$ cat src/rtl/fetch_unit_if.sv
// Fetch-stage bus bundle: byte-serial instruction memory port, decode handshake
// and the next-PC return path from the PC-update stage.
interface fetch_unit_if;
    logic        imem_req;
    logic [63:0] imem_addr;
    logic [7:0]  imem_rdata;
    logic        imem_ack;
    logic        imem_err;

    logic        out_valid;
    logic        out_ready;
    logic [3:0]  icode;
    logic [3:0]  ifun;
    logic [3:0]  rA;
    logic [3:0]  rB;
    logic [63:0] valC;
    logic [63:0] valP;
    logic [2:0]  stat;

    logic        pc_valid;
    logic [63:0] pc_next;
    logic [63:0] pc;

    modport master (
        output imem_req, imem_addr,
        input  imem_rdata, imem_ack, imem_err,
        output out_valid,
        input  out_ready,
        output icode, ifun, rA, rB, valC, valP, stat,
        input  pc_valid, pc_next,
        output pc
    );

    modport slave (
        input  imem_req, imem_addr,
        output imem_rdata, imem_ack, imem_err,
        input  out_valid,
        output out_ready,
        input  icode, ifun, rA, rB, valC, valP, stat,
        output pc_valid, pc_next,
        input  pc
    );
endinterface

$ cat src/rtl/fetch_unit.sv
// Y86-64 SEQ fetch stage: fetches one instruction byte-serially, presents the decoded
// fields on a valid/ready handshake, then waits for the next PC.
module fetch_unit #(
    parameter logic [63:0] RESET_PC  = 64'h0,
    parameter int unsigned IMEM_SIZE = 4096
) (
    input logic         clk,
    input logic         rst,
    fetch_unit_if.master bus
);
    localparam logic [2:0] StatAok = 3'd1;
    localparam logic [2:0] StatHlt = 3'd2;
    localparam logic [2:0] StatAdr = 3'd3;
    localparam logic [2:0] StatIns = 3'd4;

    typedef enum logic [1:0] {StFetch, StOut, StWaitPc, StHalt} state_e;

    state_e      state_q;
    logic [63:0] pc_q, addr_q, valc_q, valp_q;
    logic [3:0]  k_q, len_q, icode_q, ifun_q, ra_q, rb_q;
    logic [2:0]  stat_q;
    logic        req_q, valid_q;

    logic [63:0] fetch_addr;
    logic        addr_ok;
    logic [3:0]  len_dec;
    logic [2:0]  vidx;
    logic        last_byte;

    assign fetch_addr = pc_q + {60'b0, k_q};
    assign addr_ok    = fetch_addr < 64'(IMEM_SIZE);
    assign last_byte  = k_q == len_q - 4'd1;
    // valC byte index: bytes 1..8 for 9-byte forms, 2..9 for 10-byte forms (mod 8 wraps 9 -> 7)
    assign vidx = (len_q == 4'd9) ? k_q[2:0] - 3'd1 : k_q[2:0] - 3'd2;

    always_comb begin
        case (bus.imem_rdata[7:4])
            4'h0, 4'h1, 4'h9:       len_dec = 4'd1;
            4'h2, 4'h6, 4'hA, 4'hB: len_dec = 4'd2;
            4'h7, 4'h8:             len_dec = 4'd9;
            4'h3, 4'h4, 4'h5:       len_dec = 4'd10;
            default:                len_dec = 4'd0;
        endcase
    end

    always_ff @(posedge clk or posedge rst) begin
        if (rst) begin
            state_q <= StFetch;
            pc_q    <= RESET_PC;
            addr_q  <= RESET_PC;
            k_q     <= 4'd0;
            len_q   <= 4'd0;
            req_q   <= 1'b0;
            valid_q <= 1'b0;
            icode_q <= 4'h0;
            ifun_q  <= 4'h0;
            ra_q    <= 4'hF;
            rb_q    <= 4'hF;
            valc_q  <= 64'h0;
            valp_q  <= 64'h0;
            stat_q  <= StatAok;
        end else begin
            unique case (state_q)
                StFetch: begin
                    if (!req_q) begin
                        if (addr_ok) begin
                            req_q  <= 1'b1;
                            addr_q <= fetch_addr;
                        end else begin
                            stat_q  <= StatAdr;
                            valid_q <= 1'b1;
                            state_q <= StOut;
                        end
                    end else if (bus.imem_ack) begin
                        req_q <= 1'b0;
                        if (bus.imem_err) begin
                            stat_q  <= StatAdr;
                            valid_q <= 1'b1;
                            state_q <= StOut;
                        end else if (k_q == 4'd0) begin
                            icode_q <= bus.imem_rdata[7:4];
                            ifun_q  <= bus.imem_rdata[3:0];
                            len_q   <= len_dec;
                            if (len_dec == 4'd0) begin
                                stat_q  <= StatIns;
                                valid_q <= 1'b1;
                                state_q <= StOut;
                            end else if (len_dec == 4'd1) begin
                                valp_q  <= pc_q + 64'd1;
                                stat_q  <= (bus.imem_rdata[7:4] == 4'h0) ? StatHlt : StatAok;
                                valid_q <= 1'b1;
                                state_q <= StOut;
                            end else begin
                                k_q <= 4'd1;
                            end
                        end else begin
                            if (k_q == 4'd1 && len_q != 4'd9) begin
                                ra_q <= bus.imem_rdata[7:4];
                                rb_q <= bus.imem_rdata[3:0];
                            end else begin
                                valc_q[{vidx, 3'b000} +: 8] <= bus.imem_rdata;
                            end
                            if (last_byte) begin
                                valp_q  <= pc_q + {60'b0, len_q};
                                stat_q  <= StatAok;
                                valid_q <= 1'b1;
                                state_q <= StOut;
                            end else begin
                                k_q <= k_q + 4'd1;
                            end
                        end
                    end
                end
                StOut: begin
                    if (bus.out_ready) begin
                        valid_q <= 1'b0;
                        state_q <= (stat_q == StatAok) ? StWaitPc : StHalt;
                    end
                end
                StWaitPc: begin
                    if (bus.pc_valid) begin
                        pc_q    <= bus.pc_next;
                        k_q     <= 4'd0;
                        ra_q    <= 4'hF;
                        rb_q    <= 4'hF;
                        valc_q  <= 64'h0;
                        state_q <= StFetch;
                    end
                end
                StHalt: begin
                end
                default: state_q <= StHalt;
            endcase
        end
    end

    assign bus.imem_req  = req_q;
    assign bus.imem_addr = addr_q;
    assign bus.out_valid = valid_q;
    assign bus.icode     = icode_q;
    assign bus.ifun      = ifun_q;
    assign bus.rA        = ra_q;
    assign bus.rB        = rb_q;
    assign bus.valC      = valc_q;
    assign bus.valP      = valp_q;
    assign bus.stat      = stat_q;
    assign bus.pc        = pc_q;
endmodule

$ cat src/flat_wrapper.sv
// flat-port wrapper written by rule: the top's interface ports become plain ports
module fetch_unit_flat 
#(
    parameter logic [63:0] RESET_PC  = 64'h0,
    parameter int unsigned IMEM_SIZE = 4096
)
  (clk, rst, bus_imem_req, bus_imem_addr, bus_imem_rdata, bus_imem_ack, bus_imem_err, bus_out_valid, bus_out_ready, bus_icode, bus_ifun, bus_rA, bus_rB, bus_valC, bus_valP, bus_stat, bus_pc_valid, bus_pc_next, bus_pc);
  fetch_unit_if bus_i ();
  input logic clk;
  input logic rst;
  output wire logic [$bits(bus_i.imem_req)-1:0] bus_imem_req;
  output wire logic [$bits(bus_i.imem_addr)-1:0] bus_imem_addr;
  input wire logic [$bits(bus_i.imem_rdata)-1:0] bus_imem_rdata;
  input wire logic [$bits(bus_i.imem_ack)-1:0] bus_imem_ack;
  input wire logic [$bits(bus_i.imem_err)-1:0] bus_imem_err;
  output wire logic [$bits(bus_i.out_valid)-1:0] bus_out_valid;
  input wire logic [$bits(bus_i.out_ready)-1:0] bus_out_ready;
  output wire logic [$bits(bus_i.icode)-1:0] bus_icode;
  output wire logic [$bits(bus_i.ifun)-1:0] bus_ifun;
  output wire logic [$bits(bus_i.rA)-1:0] bus_rA;
  output wire logic [$bits(bus_i.rB)-1:0] bus_rB;
  output wire logic [$bits(bus_i.valC)-1:0] bus_valC;
  output wire logic [$bits(bus_i.valP)-1:0] bus_valP;
  output wire logic [$bits(bus_i.stat)-1:0] bus_stat;
  input wire logic [$bits(bus_i.pc_valid)-1:0] bus_pc_valid;
  input wire logic [$bits(bus_i.pc_next)-1:0] bus_pc_next;
  output wire logic [$bits(bus_i.pc)-1:0] bus_pc;
  assign bus_imem_req = bus_i.imem_req;
  assign bus_imem_addr = bus_i.imem_addr;
  assign bus_i.imem_rdata = bus_imem_rdata;
  assign bus_i.imem_ack = bus_imem_ack;
  assign bus_i.imem_err = bus_imem_err;
  assign bus_out_valid = bus_i.out_valid;
  assign bus_i.out_ready = bus_out_ready;
  assign bus_icode = bus_i.icode;
  assign bus_ifun = bus_i.ifun;
  assign bus_rA = bus_i.rA;
  assign bus_rB = bus_i.rB;
  assign bus_valC = bus_i.valC;
  assign bus_valP = bus_i.valP;
  assign bus_stat = bus_i.stat;
  assign bus_i.pc_valid = bus_pc_valid;
  assign bus_i.pc_next = bus_pc_next;
  assign bus_pc = bus_i.pc;
  fetch_unit #(.RESET_PC(RESET_PC), .IMEM_SIZE(IMEM_SIZE)) u_core (.clk(clk), .rst(rst), .bus(bus_i));
endmodule
$ cat config.mk
export PLATFORM = sky130hd
export DESIGN_NAME = fetch_unit_flat
export DESIGN_NICKNAME = d
export VERILOG_FILES = /design/src/rtl/fetch_unit_if.sv /design/src/rtl/fetch_unit.sv /design/src/flat_wrapper.sv
export SDC_FILE = /design/constraint.sdc
export NUM_CORES = 1
export LEC_CHECK = 0
export ABC_AREA = 1
export ABC_CLOCK_PERIOD_IN_PS = 9900
export CORE_AREA = 3 3 237 181
export CTS_BUF_LIST = sky130_fd_sc_hd__clkbuf_8
export DETAILED_ROUTE_END_ITERATION = 10
export DIE_AREA = 0 0 240 184
export PLACE_DENSITY_LB_ADDON = 0.3
export REMOVE_ABC_BUFFERS = 1
export SKIP_CTS_REPAIR_TIMING = 1
export SYNTH_ARGS = -nofsm -noshare
export SYNTH_HDL_FRONTEND = slang
export SYNTH_SLANG_ARGS = --single-unit
$ cat constraint.sdc
create_clock -name clk -period 9.9 [get_ports clk]
set_input_delay 1.98 -clock clk [delete_from_list [all_inputs] [get_ports clk]]
set_output_delay 1.98 -clock clk [all_outputs]
set_load 0.01 [all_outputs]
# Word-level counts from Yosys, hierarchy flattened
# Memory sizes are Yosys's and may differ from the RTL's.
# Cells that the tools add are included.
op_classes:
  addsub: 8
  n_lt_le_gt_ge: 1
  eq_ne: 29
  n_shift: 2
  muxes: 69
  bitwise_logic: 2
  reduce_logical: 19
ops:
  columns: ["cell", "n"]
  rows:
  - ["two-way mux 64 bit", 10]
  - ["adder 64 x 4 -> 64 bit", 2]
  - ["one-hot mux 64 bit (2 select lines)", 1]
  - ["two-way mux 4 bit", 19]
  - ["adder 64 x 1 -> 64 bit (second input constant)", 1]
  - ["bitwise mux 64 bit", 1]
  - ["< comparator 64 x 13 -> 1 bit (second input constant)", 1]
  - ["variable shift 8 x 8 -> 64 bit (first input constant)", 1]
  - ["indexed part select 8 x 8 -> 64 bit", 1]
  - ["AND reduction 7 bit", 4]
  - ["two-way mux 3 bit", 9]
  - ["one-hot mux 4 bit (2 select lines)", 3]
  - ["two-way mux 2 bit", 11]
  - ["inequality test 2 bit (second input constant)", 9]
  - ["two-way mux 1 bit", 13]
  - ["logical NOT 4 bit", 3]
  - ["inequality test 3 bit (second input constant)", 4]
  - ["inequality test 5 bit (second input constant)", 2]
  - ["AND reduction 5 bit", 2]
  - ["== test 4 x 1 -> 1 bit (second input constant)", 2]
  - ["inequality test 4 bit (second input constant)", 2]
  - ["negator 6 -> 8 bit", 1]
  - ["AND reduction 8 bit", 1]
  - ["inequality test 2 x 1 -> 1 bit (second input constant)", 3]
  - ["other kinds (21)", 24]
word_totals:
  reg_bits: 287
  rom_bits: 48
  inputBits: 78
  out_inout_bits: 277
  word_cells: 145
  mem_count: 1
mem_list:
  columns: ["name", "depth", "word_bits", "read_ports", "rd_clocked_by_memory_dff", "write_ports", "line_no", "rtl"]
  rows:
  - ["(no name shown)", 16, 3, 1, 0, 0, "fetch_unit.sv:37", "case (bus.imem_rdata[7:4])"]

# Depth between registers and ports, before layout
logic_depth:
  word_depth: 11
  ltp_mapped: 21
  ltp_nobuf: 21

# Worst setup path before layout
# No wires, ideal clock.
synth_timing:
  path_kind: "input to register"
  from: "input port bus_imem_rdata[5]"
  to: "register u_core.valp_q[52] (netlist: u_core.bus.valP[52])"
  t_arrival_ns: 3.412
  required_ns: 9.767
  path_slack_ns: 6.355
  stages: 12
  path_cell_list: "nor2_1 > inv_1 > nor2_1 > inv_1 > a22oi_1 > or2_2 > a21oi_1 > nand2_1 > buf_2 > buf_2 > clkbuf_1 > o21ai_0"
synth_via:
  elab_chain_cells: 4
  word_cells_on_any_way: 6
  cone_classes: "3 x eq/ne; 2 x reduce/logical; 1 x memory"
synth_lines:
  columns: ["element", "line_no", "rtl"]
  rows:
  - ["from (decl)", "flat_wrapper.sv:13", "input wire logic [$bits(bus_i.imem_rdata)-1:0] bus_imem_rdata;"]
  - ["memory (16 x 3 bit) (*)", null, null]
  - ["== test 4 x 1 -> 1 bit or logical NOT 4 bit (tied branches)", "fetch_unit.sv:88, fetch_unit.sv:84", null]
  - ["inequality test 2 bit (no line)", null, null]
  - ["AND reduction 7 bit (no line) (*)", null, null]
  - ["to (signal assigned)", "fetch_unit.sv:89", "valp_q <= pc_q + 64'd1;"]
  - ["to (signal assigned)", "fetch_unit.sv:104", "valp_q <= pc_q + {60'b0, len_q};"]
  - ["to (decl)", "fetch_unit.sv:19", "logic [63:0] pc_q, addr_q, valc_q, valp_q;"]
# Every way passes the cells marked *; elsewhere a longest branch is shown, timed or not.
# A chain may end at the register's enable or synchronous reset.

# Worst setup path in the final report
layout_timing:
  from: "register u_core.k_q[0]"
  to: "register u_core.valp_q[34] (netlist: u_core.bus.valP[34])"
layout_via:
  elab_chain_cells: 3
  word_cells_on_any_way: 7
  cone_classes: "3 x eq/ne; 1 x mux; 3 x reduce/logical"
layout_lines:
  columns: ["element", "line_no", "rtl"]
  rows:
  - ["from (decl)", "fetch_unit.sv:20", "logic [3:0] k_q, len_q, icode_q, ifun_q, ra_q, rb_q;"]
  - ["from (signal assigned)", "fetch_unit.sv:109", "k_q <= k_q + 4'd1;"]
  - ["== test 4 bit or logical NOT 4 bit (tied branches)", "fetch_unit.sv:32, fetch_unit.sv:80", null]
  - ["nonzero test 2 bit (no line) or inequality test 2 bit (tied branches)", null, null]
  - ["AND reduction 7 bit (no line)", null, null]
# Parallel ways exist; a longest one is shown, timed or not.

==> results.tsv <==
metric	value	unit
status	finished, final reports clean	
placed_area	0.0184	sq mm
cts_num_sinks	286	
core_region_area	0.0407	sq mm
grt_max_degree	190	
multi_input_area	0.00619	sq mm
fin_nets	2271	
synth_area	0.0142	sq mm
synth_top_area_cell	dfrtp_1	
grt.total_usage	0.239	
fin_crit_sh	0.461	
wl_per_cell	19.6	um
seqCellArea	0.00717	sq mm
n_fill_cell	4083	
gr-total-overflow	0	
gp_congestion	0.958	
portBuffers	354	
netlist.area_leader.share	0.487	
path_max_fanout	8	
netlist_instances	1805	
rsz0062_at_grt	false	
cts_tree	yes	
clock_latency	590	ps
yosysWarnings	0	
first_pass_iters	5	
fin_area	0.0194	sq mm
viasPerCell	4.92	
start_kind	flip-flop	
ir_drop	0.167	mV
powerDensity	290	mW/mm^2
drc	0	
finClkSkew	26.8	ps
crit_type	flip-flop to flip-flop	
grt_pass1_vias	13186	
synth_area_per_cell	7.89	sq um
numCtsBuffers	50	
drv_cap	0	
drtIter0Drc	1127	
layout-drive-gt1-share	0.0728	
setup_tns	0	ps
synth_seq_cells	286	
synthTopCellsByArea	dfrtp_1 (49%), nand2_1 (14%), nor2_1 (5.8%)	
diodes	0	
synth_cell_types	39	
end_kind	flip-flop	
r2r_slack	5330	ps
ys_seq_area_frac	0.503	
num_rows	64	
hp-class	flip-flop to flip-flop	
p_leak	0.00920	uW
die_w	240	um
fp.dieArea	0.0442	sq mm
worst_slew_pin_slew	1160	ps
vias	13487	
ant_nets	0	
required	10400	ps
setup_violations	0	
cts_buffer_depth	3	
hold_ws	466	ps
io_pins	355	
max_slew_margin	0.227	
path_clk_slew	60	ps
fin_crit	4570	ps
dp_hpwl	41300	um
antenna_found_initial	0	
finalHoldViolations	0	
initial_utilization	0.350	
grt_pass1_wl	80700	um
slew_violations	0	
drt-total-wl	53600	um
root_buffer	clkbuf_8	
h-tree-depth	2	
crit_arrival	5070	ps
fmax	0.219	GHz
area_delta_synth_final	35.9	%
die_h	184	um
[flip-flops by register name (all words and copies together) (netlist names), 3 cells and up]
signal                cells
u_core.bus.stat           3
u_core.len_q              3
u_core.bus.icode          4
u_core.bus.pc            64
u_core.bus.imem_addr     64
u_core.bus.valC          64
u_core.bus.valP          64
u_core.bus.rA             4
u_core.bus.rB             4
u_core.bus.ifun           4
u_core.k_q                4
[area by class of cell]
type	count	area share
clock buffers	61	0.0434
clock inverters	26	0.00808
inverters	197	0.0386
multi-input cells	1282	0.320
flip-flops and latches	286	0.370
well taps	528	0.0341
repair buffers	359	0.186
[placed cells by master, fill, tap and decap left out, types with 2 or more instances in the layout]
cell type / netlist / final
o21ai_0: 155 / 155
a21oi_1: 56 / 56
inv_6: 0 / 2
xor2_1: 58 / 58
inv_2: 11 / 11
fa_1: 2 / 2
or2_2: 5 / 5
clkinv_2: 0 / 12
a22oi_1: 2 / 2
clkinvlp_4: 0 / 2
nand4_1: 22 / 22
xnor2_1: 15 / 15
clkdlybuf4s50_1: 0 / 354
nand2_2: 6 / 6
dfstp_2: 9 / 9
nor3_1: 11 / 11
o21a_1: 3 / 3
nand2_4: 0 / 2
a31oi_1: 3 / 3
clkinv_1: 3 / 3
o21ai_1: 27 / 27
nor4_1: 3 / 3
nor2_4: 4 / 4
mux2_2: 18 / 18
inv_1: 183 / 191
nand3b_1: 3 / 3
nor2_1: 220 / 220
dfrtp_1: 277 / 277
o21bai_1: 7 / 7
buf_4: 0 / 4
nor2_2: 20 / 20
nand3_1: 81 / 81
o211ai_1: 2 / 2
nand2_1: 535 / 533
clkbuf_8: 0 / 61
nor3b_1: 3 / 3
ha_1: 15 / 15
[stage by stage]
step	std cells	worst slack, ps	total power, uW	util
floorplan	1765	42.6	3140	-
global placement	2652	5190	4470	0.451
detailed placement	2652	5080	4500	0.451
CTS	2739	5370	5630	0.476
global route	2739	4770	5990	0.476
finish	2739	5330	5610	0.476
[critical path: stages, from the launching register on]
cell      delay, ps
dfrtp_1         450
inv_1           180
ha_1            210
nand2_1          80
nor2_1          430
clkinv_1        400
nand2_1         180
ha_1            150
inv_1            60
fa_1            400
nor2_1          120
nor2_1          110
nor2_1          290
nand2_1         180
nor2_1          280
inv_1            70
nor2_1          240
inv_1           100
nor2_1          190
nand2_1          90
xor2_1          140
o21ai_0         140
[synthesized netlist by cell type]
cell	instances
nand3_1	81
nor2_4	4
o21a_1	3
nor3b_1	3
o21ai_1	27
dfrtp_1	277
o22ai_1	1
nor4_1	3
a22oi_1	2
mux2_2	18
a211oi_1	1
nand2_2	6
o21ai_0	155
nor2_2	20
o21bai_1	7
dfstp_2	9
a21oi_1	56
nand3b_1	3
nand2_1	535
inv_2	11
inv_1	183
o221ai_1	1
a31oi_1	3
buf_2	11
fa_1	2
nand4_2	1
and2_1	1
o21ai_2	1
ha_1	15
nand4_1	22
o211ai_1	2
buf_1	1
nor3_1	11
xnor2_1	15
xor2_1	58
nor2_1	220
or2_2	5
clkinv_1	3
clkbuf_1	28
[per-layer routing]
| layer | share of wire | vias to the layer above | global-route usage |
|---|---|---|---|
| met5 | 0 | - | 0 |
| met4 | 0.023 | 0 | 0.0622 |
| met3 | 0.088 | 72 | 0.0567 |
| met2 | 0.42 | 493 | 0.347 |
| met1 | 0.46 | 6461 | 0.355 |
| li1 | - | 6461 | - |
[worst paths after layout]
kind / to / depth (start not counted) / start
min reg2reg: u_core.bus.imem_addr[62] / 2 / u_core.bus.imem_addr[62]
max in group asynchronous: u_core.bus.valC[27] / 3 / rst
min in group asynchronous: u_core.bus.imem_addr[43] / 2 / rst
min: u_core.bus.imem_addr[62] / 2 / u_core.bus.imem_addr[62]
max reg2reg: u_core.bus.valP[34] / 21 / u_core.k_q[0]
max: u_core.bus.valP[34] / 21 / u_core.k_q[0]
[logic make-up (layout without fill, tap and decap cells)]
| kind of cell | count (synthesis) | in the layout | synth area share |
|---|---|---|---|
| AOI/OAI and AO/OA | 259 | 259 | 0.0945 |
| xor gates and xnor gates | 73 | 73 | 0.0449 |
| adders and majority gates | 17 | 17 | 0.0160 |
| buffers and inverters | 237 | 643 | 0.0634 |
| DFF | 286 | 286 | 0.503 |
| muxes | 18 | 18 | 0.0142 |
| and+or+nand+nor | 915 | 915 | 0.264 |
[power by group]
part | internal (uW) | total [uW] | switching, uW
sequential | 1520 | 2020 | 502
combinational | 1060 | 2490 | 1430
clock | 585 | 1100 | 514
total | 3160 | 5610 | 2450
Note: power is estimated with default switching activity, not from simulation.
